$ cat src/rtl/seg_scan_driver.sv
// seg_scan_driver: time-multiplexed 4-digit 7-segment scanner.
// Latches the 16-bit BCD "num" bus once per frame, then drives one anode at a
// time with active-low segments. Supports per-digit blink and a global blank.
// Optional feature macro: SEG_COLON_EN (dp lights as an MM:SS colon on the
// index-1 slot during the lit half of the blink period).
module seg_scan_driver #(
  parameter int SCAN_DIV  = 100000,  // clk cycles per digit slot (min 2)
  parameter int BLINK_DIV = 50       // frames per blink half-period (min 1)
) (
  input  logic        clk,
  input  logic        resetn,
  input  logic [15:0] num,
  input  logic [3:0]  blink_mask,
  input  logic        blank,
  output logic [3:0]  an,
  output logic [6:0]  seg,
  output logic        dp,
  output logic        frame_start
);

  localparam int PW = $clog2(SCAN_DIV);
  localparam int FW = (BLINK_DIV > 1) ? $clog2(BLINK_DIV) : 1;

  logic [PW-1:0] presc_q, presc_d;
  logic [1:0]    idx_q, idx_d;
  logic [15:0]   shadow_num_q, shadow_num_d;
  logic [3:0]    shadow_mask_q, shadow_mask_d;
  logic [FW-1:0] frame_cnt_q, frame_cnt_d;
  logic          blink_phase_q, blink_phase_d;
  // Stays low until the first tick so the display is dark for the first slot
  // after reset instead of showing the (zero) shadow digit at index 3.
  logic          armed_q, armed_d;
  logic [3:0]    an_q, an_d;
  logic [6:0]    seg_q, seg_d;
  logic          frame_start_q, frame_start_d;
  logic          dp_d;

  logic          tick;
  logic          dark;
  logic [3:0]    digit;

  function automatic logic [6:0] decode(input logic [3:0] d);
    case (d)
      4'd0:    decode = 7'b1000000;
      4'd1:    decode = 7'b1111001;
      4'd2:    decode = 7'b0100100;
      4'd3:    decode = 7'b0110000;
      4'd4:    decode = 7'b0011001;
      4'd5:    decode = 7'b0010010;
      4'd6:    decode = 7'b0000010;
      4'd7:    decode = 7'b1111000;
      4'd8:    decode = 7'b0000000;
      4'd9:    decode = 7'b0010000;
      default: decode = 7'b1111111;
    endcase
  endfunction

  // Next-state: prescaler, slot index, frame latch, blink, and the output
  // pattern for the slot that will be active after this edge.
  always_comb begin
    // NOTE: every signal gets a default first so no path leaves one unassigned,
    // which would otherwise infer a latch.
    presc_d       = presc_q + PW'(1);
    idx_d         = idx_q;
    shadow_num_d  = shadow_num_q;
    shadow_mask_d = shadow_mask_q;
    frame_cnt_d   = frame_cnt_q;
    blink_phase_d = blink_phase_q;
    armed_d       = armed_q;
    frame_start_d = 1'b0;

    tick = (presc_q == PW'(SCAN_DIV - 1));
    if (tick) begin
      presc_d = '0;
      idx_d   = idx_q + 2'd1;
      armed_d = 1'b1;
      if (idx_q == 2'd3) begin
        frame_start_d = 1'b1;
        shadow_num_d  = num;
        shadow_mask_d = blink_mask;
        if (frame_cnt_q == FW'(BLINK_DIV - 1)) begin
          frame_cnt_d   = '0;
          blink_phase_d = ~blink_phase_q;
        end else begin
          frame_cnt_d = frame_cnt_q + FW'(1);
        end
      end
    end

    // Index 0 is the leftmost digit: nibble [15:12], mask bit 3, i.e. 3-idx.
    digit = shadow_num_d[{~idx_d, 2'b00} +: 4];
    dark  = !armed_d || blank || (shadow_mask_d[~idx_d] && blink_phase_d);
    an_d  = dark ? 4'b1111 : ~(4'b1000 >> idx_d);
    seg_d = dark ? 7'h7F : decode(digit);
`ifdef SEG_COLON_EN
    dp_d  = !(!dark && (idx_d == 2'd1) && !blink_phase_d);
`else
    dp_d  = 1'b1;
`endif
  end

  // State and registered outputs; async reset forces the display off at once.
  always_ff @(posedge clk or negedge resetn) begin
    if (!resetn) begin
      presc_q       <= '0;
      idx_q         <= 2'd3;
      shadow_num_q  <= '0;
      shadow_mask_q <= '0;
      frame_cnt_q   <= '0;
      blink_phase_q <= 1'b0;
      armed_q       <= 1'b0;
      an_q          <= 4'b1111;
      seg_q         <= 7'h7F;
      frame_start_q <= 1'b0;
    end else begin
      // NOTE: non-blocking assignments so every flop samples pre-edge values.
      presc_q       <= presc_d;
      idx_q         <= idx_d;
      shadow_num_q  <= shadow_num_d;
      shadow_mask_q <= shadow_mask_d;
      frame_cnt_q   <= frame_cnt_d;
      blink_phase_q <= blink_phase_d;
      armed_q       <= armed_d;
      an_q          <= an_d;
      seg_q         <= seg_d;
      frame_start_q <= frame_start_d;
    end
  end

`ifdef SEG_COLON_EN
  logic dp_q;

  // Colon flop, reset to off with the rest of the display.
  always_ff @(posedge clk or negedge resetn) begin
    if (!resetn) dp_q <= 1'b1;
    else         dp_q <= dp_d;
  end

  assign dp = dp_q;
`else
  assign dp = dp_d;
`endif

  assign an          = an_q;
  assign seg         = seg_q;
  assign frame_start = frame_start_q;

endmodule

$ cat config.mk
export PLATFORM = sky130hd
export DESIGN_NAME = seg_scan_driver
export DESIGN_NICKNAME = d
export VERILOG_FILES = /design/src/rtl/seg_scan_driver.sv
export SDC_FILE = /design/constraint.sdc
export NUM_CORES = 1
export LEC_CHECK = 0
export BUFFER_PORTS_ARGS = -buffer_cell sky130_fd_sc_hd__buf_2
export CORE_ASPECT_RATIO = 0.7
export CORE_MARGIN = 2
export CORE_UTILIZATION = 60
export CTS_BUF_LIST = sky130_fd_sc_hd__clkbuf_4 sky130_fd_sc_hd__clkbuf_8
export DETAILED_ROUTE_END_ITERATION = 12
export HOLD_SLACK_MARGIN = 0.15
export PLACE_DENSITY_LB_ADDON = 0.12
export SLEW_MARGIN = 0
export SYNTH_ARGS = -nofsm -noshare
export SYNTH_HDL_FRONTEND = slang
export SYNTH_SLANG_ARGS = --single-unit
$ cat constraint.sdc
create_clock -name clk -period 3.9 [get_ports clk]
set_input_delay 0.39 -clock clk [delete_from_list [all_inputs] [get_ports clk]]
set_output_delay 0.39 -clock clk [all_outputs]
set_load 0.02 [all_outputs]
==> results.sh <==
export IMPL_outcome="finished clean"
export IMPL_multi_input_area_sq_mm=0.00146
export IMPL_dr_pass1_iters=4
export IMPL_pwr_share_seq_pct=51.6
export IMPL_yosys_cell_types_count=46
export IMPL_layout_cells_non_filler=382
export IMPL_hold_path_class="primary input to register"
export IMPL_clk_latency_ns=0.34
export IMPL_crit_family="simple AND/OR/NAND/NOR gates"
export IMPL_viasPerCell=5.49
export IMPL_crit_type="register to register"
export IMPL_maxCapViolCount=0
export IMPL_worstMarginPinSlew_ns=0.545
export IMPL_fin_util_pct=72.7
export IMPL_rrSetupSlack_ns=0.45
export IMPL_ios=36
export IMPL_drv_slew=0
export IMPL_clkPwrFrac_pct=46.0
export IMPL_cts_sink_count=59
export IMPL_setup_violations_final=0
export IMPL_die_h_um=63.8
export IMPL_antenna_found_initial=0
export IMPL_die_w_um=89.4
export IMPL_ant_nets=0
export IMPL_ys_seq_elements=59
export IMPL_layout_common_cells="46 x dfrtp_1, 34 x buf_2, 31 x nand2_1, 27 x mux2_2, 20 x nor2_1"
export IMPL_power_leakage_nw=1.65
export IMPL_synth_area_sq_mm=0.00306
export IMPL_slowest_delay_ns=0.56
export IMPL_post_dp_hpwl_um=4110
export IMPL_numCtsBuffers=9
export IMPL_first_iter_violations=86
export IMPL_swShare_pct=21.1
export IMPL_wirelength_um=5980
export IMPL_syn_to_final_growth_pct=15.4
export IMPL_wire_per_inst_um=15.7
export IMPL_cts_tree="yes"
export IMPL_crit_fanout=7
export IMPL_vias=2096
export IMPL_grt_pass1_vias=2066
export IMPL_nets=340
export IMPL_synth_nets=297
export IMPL_r2r_end="seg[4]$_DFF_PN1_"
export IMPL_num_antenna_cells=0
export IMPL_worst_path_buf_inv=2
export IMPL_place_congestion=0.782
export IMPL_dpl_cell_area_sq_mm=0.00333
export IMPL_cts_buffer_depth=2
export IMPL_period_needed_ns=3.45
export IMPL_ys_seq_area_share_pct=48.7
export IMPL_endpoint="seg[4]$_DFF_PN1_"
export IMPL_grt_max_degree=38
export IMPL_start_kind="register"
export IMPL_core_sq_mm=0.00486
export IMPL_detail_route_drc_violations=0
export IMPL_setup_tns_ns=0
export IMPL_synth_main_ff_cell="dfrtp_1"
export IMPL_worst_ep_required_time_ns=4.17
export IMPL_grt_overflow_total=0
export IMPL_r2r_start="presc_q[6]$_DFF_PN0_"
export IMPL_final_common_cell="dfrtp_1"
export IMPL_synth_edf_count=0
export IMPL_fin_crit_sh_pct=88.5
export IMPL_syn_area_per_cell_sq_um=11.6
export IMPL_ys_warnings_count=0
export IMPL_power_density_mw_per_mm2=336
export IMPL_finalHoldViolations=0
export IMPL_arrival_ns=3.73
export IMPL_p_sw_mw=0.251
export IMPL_drive_gt1_share_pct=36.7
export IMPL_clockRootBuffer="clkbuf_8"
export IMPL_dieArea_sq_mm=0.00570
export IMPL_crit_cells=10
export IMPL_initial_core_util_pct=63.0
export IMPL_numPortBuffers=34
export IMPL_cp_startpoint="presc_q[6]$_DFF_PN0_"
export IMPL_grt_usage_pct=24.8
export IMPL_grt_pass1_wl_um=10400
export IMPL_combPwrFrac_pct=2.4
export IMPL_dp_cells=365
export IMPL_rr_worst_depth=10
export IMPL_p_int_mw=0.936
export IMPL_seqCellArea_sq_mm=0.00149
export IMPL_holdCritStartpoint="num[8]"
export IMPL_worstPathCellList="or4b_4 > nor4_4 > nand2_1 > inv_2 > mux4_2 > mux2_2 > inv_1 > ha_1 > or3b_1 > a31o_1"
export IMPL_end_kind="register"
export IMPL_fin_area_sq_mm=0.00354
export IMPL_htree_levels=3
export IMPL_timing_fmax_mhz=290
export IMPL_pre_cts_ws_ns=0.451
export IMPL_nFillCells=342
export IMPL_syn_inst=265
export IMPL_std_cell_rows=21
export IMPL_path_clk_slew_ns=0.07
export IMPL_async_reset_ff_share_pct=100
export IMPL_crit_path_top_delay_cell="or4b_4"
export IMPL_cts_resized=0
export IMPL_finalClockSkew_ns=0.0127
export IMPL_rsz0062_at_grt="no"
export IMPL_vdd_ir_drop_max_mv=0.318
export IMPL_setup_ws_ns=0.449
export IMPL_relSlewSlack_pct=63.3
## kinds of logic (layout without fill, tap and decap cells)
kind of cell             count (synthesis)  count (layout)  synth area share [%]
XOR/XNOR                                19              19                  5.43
AND/OR/NAND/NOR                         87              87                  14.5
adder cells (fa/ha/maj)                  9               9                  3.68
AO/OA/AOI/OAI                           22              22                  4.98
flip-flops                              59              59                  48.7
multiplexers                            43              43                  18.9
other                                    1               1                 0.122
buffers and inverters                   25              73                  3.63
## registers in the layout, summed over array words and instances, names as in the netlist
| signal | cells |
|---|---|
| presc_q | 17 |
| shadow_num_q | 16 |
| seg | 7 |
| frame_cnt_q | 6 |
| an | 4 |
| shadow_mask_q | 4 |
| idx_q | 2 |
| armed_q | 1 |
| blink_phase_q | 1 |
| frame_start | 1 |
## layout make-up
type,instances,share of cell area [%]
timing repair buffer,44,7.01
inverter,13,1.42
multi-input combinational,181,41.3
sequential,59,42.2
clock buffer,15,5.48
tap,69,2.44
clock inverter,1,0.142
## per-stage QoR
stage                     total power, mW  hold slack [ns]
after floorplan                     0.626           0.0944
after global placement              0.652            0.377
after detailed placement            0.652            0.370
after CTS                            1.20            0.264
after global routing                 1.23            0.275
final                                1.19            0.271
## cells in the mapped netlist, types with 2 or more instances
library cell / number / share of area, %
dfrtp_1: 46 / 38
nand2_1: 31 / 3.8
mux2_2: 27 / 9.9
nor2_1: 20 / 2.4
dfstp_2: 13 / 11
inv_1: 11 / 1.3
xnor2_1: 11 / 3.1
ha_1: 9 / 3.7
nand3_1: 9 / 1.5
mux4_2: 8 / 5.9
nand4_1: 8 / 1.6
xor2_1: 8 / 2.3
mux2i_1: 7 / 2.3
o21ai_0: 5 / 0.82
buf_2: 4 / 0.65
clkbuf_1: 4 / 0.49
o21ai_1: 4 / 0.65
a31oi_1: 3 / 0.61
nor3_1: 3 / 0.49
a21oi_1: 2 / 0.33
a311oi_1: 2 / 0.57
and4_1: 2 / 0.57
buf_1: 2 / 0.25
nor4_1: 2 / 0.41
or2_2: 2 / 0.41
or3b_1: 2 / 0.57
## layer usage
metal | wire length (um) | global-route usage, %
met1 | 2950 | 36.8
met2 | 2650 | 33.7
met3 | 285 | 7.49
met4 | 94 | 10.3
met5 | 0 | 0
## power by group through the flow
stage | Sequential [mW] | Combinational, mW | Clock (mW)
after global routing | 0.612 | 0.0322 | 0.586
after CTS | 0.613 | 0.0290 | 0.556
after floorplan | 0.624 | 0.00252 | 0
after detailed placement | 0.623 | 0.0281 | 0
final | 0.613 | 0.0280 | 0.546
after global placement | 0.623 | 0.0282 | 0
## worst min-delay path: stages
cell and delay, ns:
buf_2 0.09, nand2_1 0.04, nand2_1 0.05
## worst min-delay path by stage
| stage | to | cells after the start | slack (ns) |
|---|---|---|---|
| 5_1_grt | shadow_num_q[8]$_DFF_PN0_ | 3 | 0.28 |
| 3_5_place_dp | frame_cnt_q[4]$_DFFE_PN0P_ | 1 | 0.37 |
| 3_3_place_gp | frame_cnt_q[2]$_DFFE_PN0P_ | 1 | 0.38 |
| 6_report | shadow_num_q[8]$_DFF_PN0_ | 3 | 0.27 |
| 2_1_floorplan | armed_q$_DFF_PN0_ | 0 | 0.09 |
| 4_1_cts | shadow_num_q[8]$_DFF_PN0_ | 3 | 0.26 |
## repair_timing
item                                   in CTS  in global routing
setup buffers                               0                  0
endpoints found under the hold margin      11                  0
hold buffers                                1                  0
Note: power is estimated with default switching activity, not from simulation.
